**config.mk**
```make
export PLATFORM = sky130hd
export DESIGN_NAME = deserializer_vrtl_flat
export DESIGN_NICKNAME = d
export VERILOG_FILES = /design/src/rtl/deserializer_vrtl_if.sv /design/src/rtl/deserializer_vrtl.sv /design/src/flat_wrapper.sv
export SDC_FILE = /design/constraint.sdc
export NUM_CORES = 1
export LEC_CHECK = 0
export ABC_CLOCK_PERIOD_IN_PS = 1600
export BUFFER_PORTS_ARGS = -buffer_cell sky130_fd_sc_hd__buf_2
export CAP_MARGIN = 20
export CORE_UTILIZATION = 41
export DETAILED_ROUTE_END_ITERATION = 8
export GPL_TIMING_DRIVEN = 0
export HOLD_SLACK_MARGIN = 0.06
export PLACE_DENSITY = 0.68
export SETUP_SLACK_MARGIN = 0.3
export SYNTH_ARGS = -nofsm -noshare
export SYNTH_HDL_FRONTEND = slang
export SYNTH_SLANG_ARGS = --single-unit
```
**constraint.sdc**
```tcl
create_clock -name clk -period 1.6 [get_ports clk]
set_input_delay 0.16 -clock clk [delete_from_list [all_inputs] [get_ports clk]]
set_output_delay 0.16 -clock clk [all_outputs]
set_load 0.01 [all_outputs]
```
**src/rtl/deserializer_vrtl_if.sv**
```systemverilog
// Handshake bundle for deserializer_vrtl: serial val/rdy input on the recv side and
// a parallel-frame val/rdy output on the send side. The slave modport is the block's view.
interface deserializer_vrtl_if #(
    parameter int unsigned BIT_WIDTH = 32,
    parameter int unsigned N_SAMPLES = 8
) ();

    logic [BIT_WIDTH-1:0] recv_msg;
    logic                 recv_val;
    logic                 recv_rdy;

    logic [BIT_WIDTH-1:0] send_msg [N_SAMPLES-1:0];
    logic                 send_val;
    logic                 send_rdy;

    // Upstream word source / downstream frame sink
    modport master (
        output recv_msg,
        output recv_val,
        input  recv_rdy,
        input  send_msg,
        input  send_val,
        output send_rdy
    );

    // The deserializer itself
    modport slave (
        input  recv_msg,
        input  recv_val,
        output recv_rdy,
        output send_msg,
        output send_val,
        input  send_rdy
    );

endinterface

```
**src/rtl/deserializer_vrtl.sv**
```systemverilog
// deserializer_vrtl: gathers N_SAMPLES serial words (first word into send_msg[0]) and
// offers them as one parallel frame. Optional macro DESERIALIZER_OVERLAP_EN lets the
// first word of the next frame be accepted on the same edge the current frame leaves,
// removing the one-cycle bubble between frames.
module deserializer_vrtl #(
    parameter int unsigned BIT_WIDTH = 32,
    parameter int unsigned N_SAMPLES = 8
) (
    input logic                clk,
    input logic                reset,
    deserializer_vrtl_if.slave bus
);

    localparam int unsigned CntW = (N_SAMPLES > 1) ? $clog2(N_SAMPLES) : 1;
    localparam logic [CntW-1:0] CntLast = CntW'(N_SAMPLES - 1);

    typedef enum logic {
        StCollect,
        StFull
    } state_e;

    state_e               state_q;
    logic [CntW-1:0]      cnt_q;
    logic [BIT_WIDTH-1:0] buf_q [N_SAMPLES];

    // FSM, write counter and word storage; buf_q is frozen while a frame waits in FULL
    always_ff @(posedge clk or negedge reset) begin
        if (!reset) begin
            state_q <= StCollect;
            cnt_q   <= '0;
            for (int i = 0; i < int'(N_SAMPLES); i++) begin
                buf_q[i] <= '0;
            end
        end else begin
            case (state_q)
                StCollect: begin
                    if (bus.recv_val) begin
                        buf_q[cnt_q] <= bus.recv_msg;
                        if (cnt_q == CntLast) begin
                            cnt_q   <= '0;
                            state_q <= StFull;
                        end else begin
                            cnt_q <= cnt_q + 1'b1;
                        end
                    end
                end
                StFull: begin
                    if (bus.send_rdy) begin
`ifdef DESERIALIZER_OVERLAP_EN
                        // Outgoing frame was sampled from the old buf_q[0] at this edge
                        if (bus.recv_val) begin
                            buf_q[0] <= bus.recv_msg;
                            cnt_q    <= CntW'(1);
                        end
`endif
                        state_q <= StCollect;
                    end
                end
                default: begin
                    state_q <= StCollect;
                end
            endcase
        end
    end

    // Handshake outputs; recv_rdy is held low for as long as reset is asserted
    always_comb begin
        bus.send_val = (state_q == StFull);
        bus.recv_rdy = 1'b0;
        if (reset) begin
            if (state_q == StCollect) begin
                bus.recv_rdy = 1'b1;
            end
`ifdef DESERIALIZER_OVERLAP_EN
            else begin
                bus.recv_rdy = bus.send_rdy;
            end
`endif
        end
    end

    // Frame is a direct view of the word registers
    always_comb begin
        for (int i = 0; i < int'(N_SAMPLES); i++) begin
            bus.send_msg[i] = buf_q[i];
        end
    end

    // Counter never leaves 0..N_SAMPLES-1 and sits at 0 whenever a frame is held
    a_cnt_range : assert property (@(posedge clk) disable iff (!reset) cnt_q <= CntLast);
    a_full_cnt0 : assert property (@(posedge clk) disable iff (!reset)
                                   (state_q == StFull) |-> (cnt_q == '0));

endmodule

```
**src/flat_wrapper.sv**
```systemverilog
// flat-port wrapper written by rule: the top's interface ports become plain ports
module deserializer_vrtl_flat 
#(
    parameter int unsigned BIT_WIDTH = 32,
    parameter int unsigned N_SAMPLES = 8
)
  (clk, reset, bus_recv_msg, bus_recv_val, bus_recv_rdy, bus_send_msg, bus_send_val, bus_send_rdy);
  deserializer_vrtl_if #(.BIT_WIDTH(BIT_WIDTH), .N_SAMPLES(N_SAMPLES)) bus_i ();
  input logic clk;
  input logic reset;
  input wire logic [$bits(bus_i.recv_msg)-1:0] bus_recv_msg;
  input wire logic [$bits(bus_i.recv_val)-1:0] bus_recv_val;
  output wire logic [$bits(bus_i.recv_rdy)-1:0] bus_recv_rdy;
  output wire logic [$bits(bus_i.send_msg)-1:0] bus_send_msg;
  output wire logic [$bits(bus_i.send_val)-1:0] bus_send_val;
  input wire logic [$bits(bus_i.send_rdy)-1:0] bus_send_rdy;
  assign bus_i.recv_msg = bus_recv_msg;
  assign bus_i.recv_val = bus_recv_val;
  assign bus_recv_rdy = bus_i.recv_rdy;
  assign bus_send_msg = {>>{bus_i.send_msg}};
  assign bus_send_val = bus_i.send_val;
  assign bus_i.send_rdy = bus_send_rdy;
  deserializer_vrtl #(.BIT_WIDTH(BIT_WIDTH), .N_SAMPLES(N_SAMPLES)) u_core (.clk(clk), .reset(reset), .bus(bus_i));
endmodule
```
==> results of run 1 <==
## final cells by class
cell class                      instances  share of cell area, %
Tap cell                              319                  2.723
Buffer                                 27                  3.550
Sequential cell                       260                  44.40
Timing Repair Buffer                  385                  18.10
Clock inverter                         12                 0.9644
Clock buffer                           38                  5.385
Multi-Input combinational cell        278                  24.88
## worst max-delay path by stage
stage,start,end
2_1_floorplan,u_core.bus.send_val$_DFF_PN0_,u_core.bus.send_msg[181]$_DFFE_PN0P_
3_5_place_dp,u_core.cnt_q[1]$_DFFE_PN0P_,u_core.bus.send_msg[240]$_DFFE_PN0P_
4_1_cts,u_core.bus.send_val$_DFF_PN0_,u_core.bus.send_msg[107]$_DFFE_PN0P_
3_3_place_gp,reset,u_core.bus.send_val$_DFF_PN0_
6_report,u_core.cnt_q[2]$_DFFE_PN0P_,u_core.bus.send_msg[98]$_DFFE_PN0P_
5_1_grt,u_core.bus.send_val$_DFF_PN0_,u_core.bus.send_msg[114]$_DFFE_PN0P_
## registers in the layout (all words and copies together) (netlist names)
register             cells
u_core.bus.send_msg    256
u_core.bus.send_val      1
u_core.cnt_q             3
## worst max-delay path, cell delays in order, from the launching register on
cell	delay, ns
dfrtp_2	0.44
nor3b_4	0.26
nor2b_4	0.22
buf_12	0.18
clkbuf_16	0.18
mux2_4	0.30
## cell families after synthesis
logic type | share of synthesized area (%)
multiplexers | 29.65
buffers and inverters | 2.662
flip-flops | 65.91
adder cells (fa/ha/maj) | 0.2535
AND/OR/NAND/NOR | 1.521
## cells in the mapped netlist (all sizes together), types with 2 or more instances
master / count / area share (%)
nor2: 3 / 0.14
clkbuf: 2 / 0.076
nand3b: 3 / 0.43
nor2b: 2 / 0.13
nor3b: 3 / 0.57
nand2: 3 / 0.11
mux2: 259 / 30
ha: 2 / 0.25
buf: 25 / 2.6
dfrtp: 260 / 66
## metal layers
layer / global-route usage [%] / up-vias
met4: 5.270 / 0
li1: - / 2852
met2: 34.98 / 221
met3: 5.809 / 27
met1: 29.04 / 3369
met5: 0 / -
## where the power goes
group          internal, mW  switching (mW)  leakage [nW]
logic                  7.75            5.90          3.61
registers              9.93            1.76          3.12
clock network          3.93            2.59         0.460
total                  21.6            10.3          7.19
## placed cells by master, fill, tap and decap left out, types with 2 or more instances in the layout
| cell | instances |
|---|---|
| buf_2 | 292 |
| dfrtp_1 | 258 |
| mux2_2 | 132 |
| mux2_4 | 127 |
| clkbuf_16 | 35 |
| dlygate4sd3_1 | 34 |
| buf_12 | 26 |
| buf_6 | 21 |
| buf_4 | 19 |
| buf_16 | 9 |
| clkinv_2 | 7 |
| clkbuf_1 | 6 |
| buf_8 | 5 |
| nand3b_4 | 3 |
| nor3b_4 | 3 |
| clkbuf_8 | 3 |
| bufinv_16 | 3 |
| nor2_4 | 2 |
| ha_1 | 2 |
| dfrtp_2 | 2 |
## per-stage QoR
step / worst slack, ns / std cells / power (mW)
after CTS: -0.08331 / 1304 / 31.42
final: -0.1150 / 1319 / 31.86
after global routing: -0.1536 / 1319 / 33.57
after detailed placement: -0.2839 / 1179 / 22.88
after floorplan: -0.001619 / 565 / 17.94
after global placement: -4.882 / 1177 / 22.60
## repair_timing
action | CTS | global route
pin swaps | 4 | 2
resized for setup | 154 | 34
gates cloned | 7 | 6
endpoints found under the hold margin | 340 | 62
setup buffers | 34 | 9
setup endpoints to repair | 258 | 261
==> results.py, run 1 <==
metrics = {
    "run_status": {
        "violations": "negative hold slack, negative setup slack",
        "status": "finished, violations left",
    },
    "synth": {
        "ys_seq_area_share_pct": 65.91,
        "synth_ff_type": "dfrtp_1",
        "synth_fp_nets": 603,
        "synth_cells": 565,
        "ys_warn_count": 0,
        "synth_seq_cells": 260,
        "synth_edf_count": 0,
        "ys_types": 17,
        "synth.avg_cell_area_sq_um": 17.47,
        "async_flop_share_pct": 100.0,
        "syn_area_sq_um": 9871,
    },
    "final_layout": {
        "multiInputGateArea_sq_um": 3647,
        "antenna_cells": 0,
        "syn_to_final_growth_pct": 48.52,
        "fill_cells": 1752,
        "fin_util_pct": 62.27,
        "drive_gt1_share_pct": 69.60,
        "regArea_sq_um": 6509,
        "fin_area_sq_um": 14660,
        "num-nets-final": 1019,
    },
    "worst_setup_path": {
        "critPathKind": "register to register",
        "r2r-start": "u_core.cnt_q[2]$_DFFE_PN0P_",
        "path_max_fanout": 8,
        "r2r_slack_ns": -0.11,
        "regToRegEndpoint": "u_core.bus.send_msg[98]$_DFFE_PN0P_",
        "worstSetupStartpointType": "register",
        "reg2regPathDepth": 5,
        "crit_required_ns": 2.02,
        "end_kind": "register",
        "arrival_ns": 2.13,
    },
    "routing": {
        "via_per_inst": 4.904,
        "route.met3.wl_um": 1983,
        "wl_per_cell_um": 20.96,
        "met1_length_um": 12080,
        "drt-total-wl_um": 27650,
        "firstDrtPassIters": 6,
        "drc": 0,
        "antenna_left": 0,
        "drt-initial-drc-count": 240,
        "num_vias": 6469,
        "met2WireLength_um": 13200,
        "top_layer_used": "met4",
    },
    "floorplanning": {
        "start_util_pct": 41.93,
        "rows": 56,
        "io_pins": 294,
        "core_area_sq_um": 23540,
        "fp.dieW_um": 157.2,
        "die_y_um": 157.2,
        "die-area_sq_um": 24700,
    },
    "timing": {
        "worst_slew_pin_slew_ns": 0.5434,
        "finalMaxSlewViolations": 0,
        "hold_viol": 62,
        "fmax_mhz": 583.1,
        "setup_violations": 198,
        "finalCriticalPeriod_ns": 1.715,
        "finalSetupTns_ns": -9.333,
        "finalWorstSetupSlack_ns": -0.1150,
        "hold-worst-slack_ns": -0.4240,
        "relSlewSlack_pct": 63.77,
        "fin_skew_ns": 0.02316,
        "rsz0062_at_grt": "yes",
        "period_share_pct": 107.2,
    },
    "grt": {
        "grt_pass1_wl_um": 40740,
        "antenna_found_initial": 0,
        "track_usage_pct": 21.68,
        "grt_overflow": 0,
        "grt_pass1_vias": 6824,
        "grt_max_degree": 115,
    },
    "min_path": {
        "hold_class": "primary input to asynchronous set/reset pin",
    },
    "clock_network": {
        "clock-sinks": 260,
        "htree_levels": 1,
        "clock_latency_ns": 0.55,
        "cts_hold_buf": 34,
        "cts_tree": "built",
        "clk_pin_slew_worst_paths_ns": 0.06,
        "cts_buffers": 29,
        "root_buffer": "clkbuf_16",
        "cts.path.max_buffers": 3,
    },
    "placed_design": {
        "place.gp.congestion": 0.7151,
        "port_buffers": 293,
        "dp_hpwl_um": 16290,
        "placed_area_sq_um": 11960,
    },
    "power_and_ir_drop": {
        "ir_drop_mv": 1.303,
        "leakage_nw": 7.194,
        "power_density_nw_per_um2": 2173,
    },
    "flow_run": {
        "drv_cap": 0,
    },
}
Note: power is estimated with default switching activity, not from simulation.
==> inputs of run 2 (changes only) <==
--- a/config.mk
+++ b/config.mk
@@ -8,6 +8,7 @@
 export ABC_CLOCK_PERIOD_IN_PS = 1600
 export BUFFER_PORTS_ARGS = -buffer_cell sky130_fd_sc_hd__buf_2
 export CAP_MARGIN = 20
+export CORE_ASPECT_RATIO = 0.9
 export CORE_UTILIZATION = 41
 export DETAILED_ROUTE_END_ITERATION = 8
 export GPL_TIMING_DRIVEN = 0
==> constraint.sdc (replaced) <==
create_clock -name clk -period 1.6 [get_ports clk]
set_input_delay 0.16 -clock clk [delete_from_list [all_inputs] [get_ports clk]]
set_output_delay 0.16 -clock clk [all_outputs]
set_load 0.1 [all_outputs]
==> run 2 against run 1 <==
The flow finishes with violations (design-rule violations, negative hold slack, negative setup slack). Worst setup slack got worse by 0.076 ns. Wire length rose by 3.9%. Non-clock buffer count rose by 17. Utilization rose by 5.2 points. Die area barely moved. Cell count barely moved. Via count rose by 1.2%. Clock skew fell by 0.013 ns. Global-route usage fell by 0.35 points.
==> results.py, run 2 (synthesized netlist as in run 1, its figures left out) <==
metrics = {
    "floorplanning": {
        "rows": 53,
        "start_util_pct": 42.05,
        "fp.dieW_um": 165.6,
        "die_y_um": 149.2,
        "die-area_sq_um": 24700,
        "io_pins": 294,
        "core_area_sq_um": 23480,
    },
    "clock_network": {
        "clock_latency_ns": 0.53,
        "clock-sinks": 260,
        "htree_levels": 1,
        "clk_pin_slew_worst_paths_ns": 0.06,
        "cts.path.max_buffers": 3,
        "cts_tree": "built",
        "cts_hold_buf": 40,
        "cts_buffers": 27,
        "root_buffer": "clkbuf_16",
    },
    "routing": {
        "drt-initial-drc-count": 361,
        "via_per_inst": 4.967,
        "antenna_left": 0,
        "drt-total-wl_um": 28730,
        "num_vias": 6546,
        "firstDrtPassIters": 7,
        "drc": 40,
        "wl_per_cell_um": 21.80,
    },
    "timing": {
        "rsz0062_at_grt": "yes",
        "setup_violations": 230,
        "finalWorstSetupSlack_ns": -0.1915,
        "hold_viol": 62,
        "fmax_mhz": 558.2,
        "finalCriticalPeriod_ns": 1.791,
        "hold-worst-slack_ns": -0.04982,
        "fin_skew_ns": 0.01065,
        "worst_slew_pin_slew_ns": 0.6353,
        "finalMaxSlewViolations": 0,
        "period_share_pct": 112.0,
        "finalSetupTns_ns": -28.45,
        "relSlewSlack_pct": 57.65,
    },
    "grt": {
        "grt_max_degree": 123,
        "antenna_found_initial": 0,
        "track_usage_pct": 21.33,
        "grt_pass1_wl_um": 40060,
        "grt_overflow": 0,
        "grt_pass1_vias": 6656,
    },
    "run_status": {
        "violations": "design-rule violations, negative hold slack, negative setup slack",
        "status": "finished, violations left",
    },
    "final_layout": {
        "antenna_cells": 0,
        "syn_to_final_growth_pct": 60.46,
        "drive_gt1_share_pct": 70.18,
        "num-nets-final": 1034,
        "most-common-layout-cells": "258 x dfrtp_1, 215 x buf_2, 158 x mux2_2",
        "largest_reg_flops": 256,
        "final_common_cell": "dfrtp_1",
    },
    "placed_design": {
        "dp_hpwl_um": 16350,
        "place.gp.congestion": 0.7466,
        "port_buffers": 293,
    },
    "worst_setup_path": {
        "end_kind": "register",
        "critPathKind": "register to register",
        "arrival_ns": 2.19,
        "crit_required_ns": 2.00,
        "path_max_fanout": 5,
        "worstSetupStartpointType": "register",
    },
    "min_path": {
        "hold_class": "primary input to asynchronous set/reset pin",
    },
    "flow_run": {
        "drv_cap": 0,
    },
}
## run 2: cell count changes in the layout (fill, tap and decap cells not counted), sizes merged
cell,previous run,this run
clkbuf,44,48
inv,1,0
dlygate4sd3,34,35
bufinv,3,1
clkinvlp,1,0
clkinv,7,8
buf,372,386
## run 2: cell type report
| class | count | area [sq um] |
|---|---|---|
| Multi-Input combinational cell | 278 | 3542 |
| Buffer | 27 | 494.2 |
| Tap cell | 302 | 377.9 |
| Sequential cell | 260 | 6511 |
| Fill cell | 1591 | 7636 |
| Clock inverter | 9 | 70.07 |
| Timing Repair Buffer | 402 | 4009 |
| Clock buffer | 40 | 834.6 |
## run 2: what timing repair did
item                                    in CTS  in global routing
resized for setup                          124                439
endpoints found under the setup margin     514                514
setup buffers                               21                 32
cloned                                       6                  8
pin swaps                                    4                  6
endpoints found under the hold margin      517                162
## run 2: per-layer routing
layer / global-route usage, % / wire length (um)
met4: 5.591 / 625
met5: 0 / 0
met2: 33.19 / 13750
met1: 29.16 / 12160
met3: 6.144 / 2200
## run 2: path summary, 6_finish.rpt
check	slack [ns]	depth (start not counted)	end	from
max in group asynchronous	0.92	7	u_core.bus.send_msg[235]$_DFFE_PN0P_	reset
hold reg to reg	0.50	1	u_core.bus.send_msg[41]$_DFFE_PN0P_	u_core.bus.send_msg[41]$_DFFE_PN0P_
hold / removal	-0.05	5	u_core.bus.send_msg[112]$_DFFE_PN0P_	reset
setup / recovery	-0.19	6	u_core.bus.send_msg[239]$_DFFE_PN0P_	u_core.bus.send_val$_DFF_PN0_
setup reg to reg	-0.19	6	u_core.bus.send_msg[239]$_DFFE_PN0P_	u_core.bus.send_val$_DFF_PN0_
min in group clk	0.34	5	u_core.bus.send_msg[223]$_DFFE_PN0P_	bus_recv_val
## run 2: worst max-delay path, stage by stage, from the launching register on
cell and delay [ns]:
dfrtp_4 0.52, nand3b_4 0.21, buf_4 0.16, nor2_4 0.17, buf_4 0.17, buf_16 0.12
mux2_2 0.32
## run 2: per-stage QoR
stage                     worst slack [ns]  utilization, %  area [sq um]  hold slack [ns]  std cells
after detailed placement           -0.3191           50.58         11870          0.03486       1162
after global routing               -0.2397           67.47         15840         0.001361       1318
final                              -0.1915           67.47         15840         -0.04982       1318
after floorplan                    -0.2036               -          9963          -0.1356        565
after global placement              -5.278           50.30         11810           0.3358       1160
after CTS                          -0.1819           59.73         14020         -0.01499       1278
Power of run 2 is not shown: default switching activity piles up to over one toggle a cycle in this logic, so the estimate is an artifact.
==> inputs of run 3 (changes only) <==
--- a/config.mk
+++ b/config.mk
@@ -8,12 +8,14 @@
 export ABC_CLOCK_PERIOD_IN_PS = 1600
 export BUFFER_PORTS_ARGS = -buffer_cell sky130_fd_sc_hd__buf_2
 export CAP_MARGIN = 20
+export CELL_PAD_IN_SITES_DETAIL_PLACEMENT = 0
+export CELL_PAD_IN_SITES_GLOBAL_PLACEMENT = 1
 export CORE_ASPECT_RATIO = 0.9
-export CORE_UTILIZATION = 41
+export CORE_UTILIZATION = 38
 export DETAILED_ROUTE_END_ITERATION = 8
 export GPL_TIMING_DRIVEN = 0
 export HOLD_SLACK_MARGIN = 0.06
-export PLACE_DENSITY = 0.68
+export PLACE_DENSITY_LB_ADDON = 0.1
 export SETUP_SLACK_MARGIN = 0.3
 export SYNTH_ARGS = -nofsm -noshare
 export SYNTH_HDL_FRONTEND = slang
==> run 3 against run 2 <==
The flow finishes with violations (negative hold slack, negative setup slack). Design area fell by 8.7%. Clock skew fell by 0.0030 ns. Register-to-register slack improved by 0.06 ns. Non-clock buffer count fell by 43. Via count fell by 3.7%. Critical path depth fell by 1. Worst setup slack improved by 0.057 ns. Fmax rose by 3.3%. Hold slack got worse by 0.38 ns. Clock-buffer cell count rose by 10. Largest cell class unchanged. Global-route usage fell by 1.1 points.
==> results.py, run 3 (synthesized netlist as in run 1, its figures left out) <==
metrics = {
    "run_status": {
        "status": "finished, violations left",
        "violations": "negative hold slack, negative setup slack",
    },
    "floorplanning": {
        "io_pins": 294,
        "rows": 55,
        "start_util_pct": 38.98,
        "die_y_um": 154.9,
        "fp.dieW_um": 171.9,
        "core_area_sq_um": 25320,
        "die-area_sq_um": 26630,
    },
    "clock_network": {
        "clock-sinks": 260,
        "clk_pin_slew_worst_paths_ns": 0.06,
        "clock_latency_ns": 0.53,
        "cts_hold_buf": 35,
        "root_buffer": "clkbuf_16",
        "cts_buffers": 28,
        "cts.path.max_buffers": 3,
        "htree_levels": 1,
        "cts_tree": "built",
    },
    "worst_setup_path": {
        "arrival_ns": 2.14,
        "reg2regPathDepth": 5,
        "max_stage_delay_ns": 0.50,
        "crit_family": "flip-flops",
        "worstSetupStartpointType": "register",
        "worst-path-buf-inv": 2,
        "end_kind": "register",
        "worstPathCellList": "nand3b_4, nor3b_4, buf_6, buf_12, mux2_4",
        "crit_required_ns": 2.01,
        "critPathKind": "register to register",
        "r2r_slack_ns": -0.13,
        "r2r-start": "u_core.bus.send_val$_DFF_PN0_",
        "cpMaxStageDelayCell": "dfrtp_4",
        "path_max_fanout": 10,
        "regToRegEndpoint": "u_core.bus.send_msg[169]$_DFFE_PN0P_",
    },
    "timing": {
        "fmax_mhz": 576.5,
        "period_share_pct": 108.4,
        "finalCriticalPeriod_ns": 1.735,
        "worst_slew_pin_slew_ns": 0.7772,
        "rsz0062_at_grt": "yes",
        "relSlewSlack_pct": 48.11,
        "finalWorstSetupSlack_ns": -0.1348,
        "hold_viol": 119,
        "finalMaxSlewViolations": 0,
        "finalSetupTns_ns": -13.96,
        "hold-worst-slack_ns": -0.4344,
        "setup_violations": 211,
        "fin_skew_ns": 0.007632,
    },
    "min_path": {
        "hold_class": "primary input to asynchronous set/reset pin",
    },
    "placed_design": {
        "dp_hpwl_um": 17350,
        "place.gp.congestion": 0.7599,
        "post-place-ws_ns": -0.3465,
        "port_buffers": 293,
    },
    "grt": {
        "grt_pass1_wl_um": 40680,
        "grt_overflow": 0,
        "grt_max_degree": 76,
        "track_usage_pct": 20.23,
        "antenna_found_initial": 0,
        "grt_pass1_vias": 6743,
    },
    "routing": {
        "wl_per_cell_um": 20.70,
        "drc": 0,
        "num_vias": 6302,
        "via_per_inst": 4.781,
        "firstDrtPassIters": 4,
        "antenna_left": 0,
        "drt-initial-drc-count": 194,
        "drt-total-wl_um": 27290,
    },
    "final_layout": {
        "drive_gt1_share_pct": 68.44,
        "num-nets-final": 992,
        "largest_reg_flops": 256,
        "antenna_cells": 0,
        "final_common_cell": "buf_2",
        "syn_to_final_growth_pct": 46.46,
        "fin_util_pct": 57.08,
        "most-common-layout-cells": "278 x buf_2, 258 x dfrtp_1, 143 x mux2_2",
    },
    "flow_run": {
        "drv_cap": 0,
    },
}
run 3: changes by cell type in the layout (fill, tap and decap cells not counted), sizes merged:
cell	previous run	this run
buf	386	346
clkinv	8	1
clkbuf	48	54
bufbuf	0	1
dlygate4sd3	35	34
dlymetal6s2s	0	1
run 3: per-stage QoR:
stage | instances | instance area (sq um)
detailed placement | 1202 | 11920
global route | 1318 | 14460
global placement | 1200 | 11860
CTS | 1303 | 13870
finish | 1318 | 14460
floorplan | 565 | 9963
run 3: worst reg2reg max path, delay by kind of cell (launching register included):
kind | cells | cell delay [ns]
flops | 1 | 0.50
mux | 1 | 0.31
buf+inv | 2 | 0.32
simple gates | 2 | 0.48
run 3: worst max path at each step:
stage                                   from                              endpoint  slack (ns)  cells after the start
6_report       u_core.bus.send_val$_DFF_PN0_  u_core.bus.send_msg[169]$_DFFE_PN0P_       -0.13                      5
5_1_grt        u_core.bus.send_val$_DFF_PN0_  u_core.bus.send_msg[168]$_DFFE_PN0P_       -0.20                      5
4_1_cts        u_core.bus.send_val$_DFF_PN0_  u_core.bus.send_msg[209]$_DFFE_PN0P_       -0.17                      5
3_5_place_dp                           reset                          bus_recv_rdy       -0.35                      4
3_3_place_gp                           reset         u_core.bus.send_val$_DFF_PN0_       -4.83                      1
2_1_floorplan  u_core.bus.send_val$_DFF_PN0_  u_core.bus.send_msg[181]$_DFFE_PN0P_       -0.20                      4
run 3: layout make-up:
type | count | area, sq um
timing repair buffer | 359 | 2520
buffer | 27 | 439.2
multi-input combinational | 278 | 3598
tap | 342 | 427.9
clock buffer | 50 | 924.6
sequential | 260 | 6511
clock inverter | 2 | 35.03
fill | 2086 | 10870
run 3: routing by layer:
layer / global-route usage (%) / up-vias / part of all wire [%]
li1: - / 2785 / -
met1: 26.63 / 3267 / 45
met2: 33.29 / 211 / 46
met3: 5.139 / 39 / 6.9
met4: 5.099 / 0 / 2.1
met5: 0 / - / 0
run 3: what timing repair did:
item                                   CTS  global route
setup buffers                           10            13
setup endpoints to repair              514           531
gates cloned                             4             2
endpoints found under the hold margin  386            85
gates resized for setup                105           127
pin swaps                                4             4
Power of run 3 is left out for the same reason.
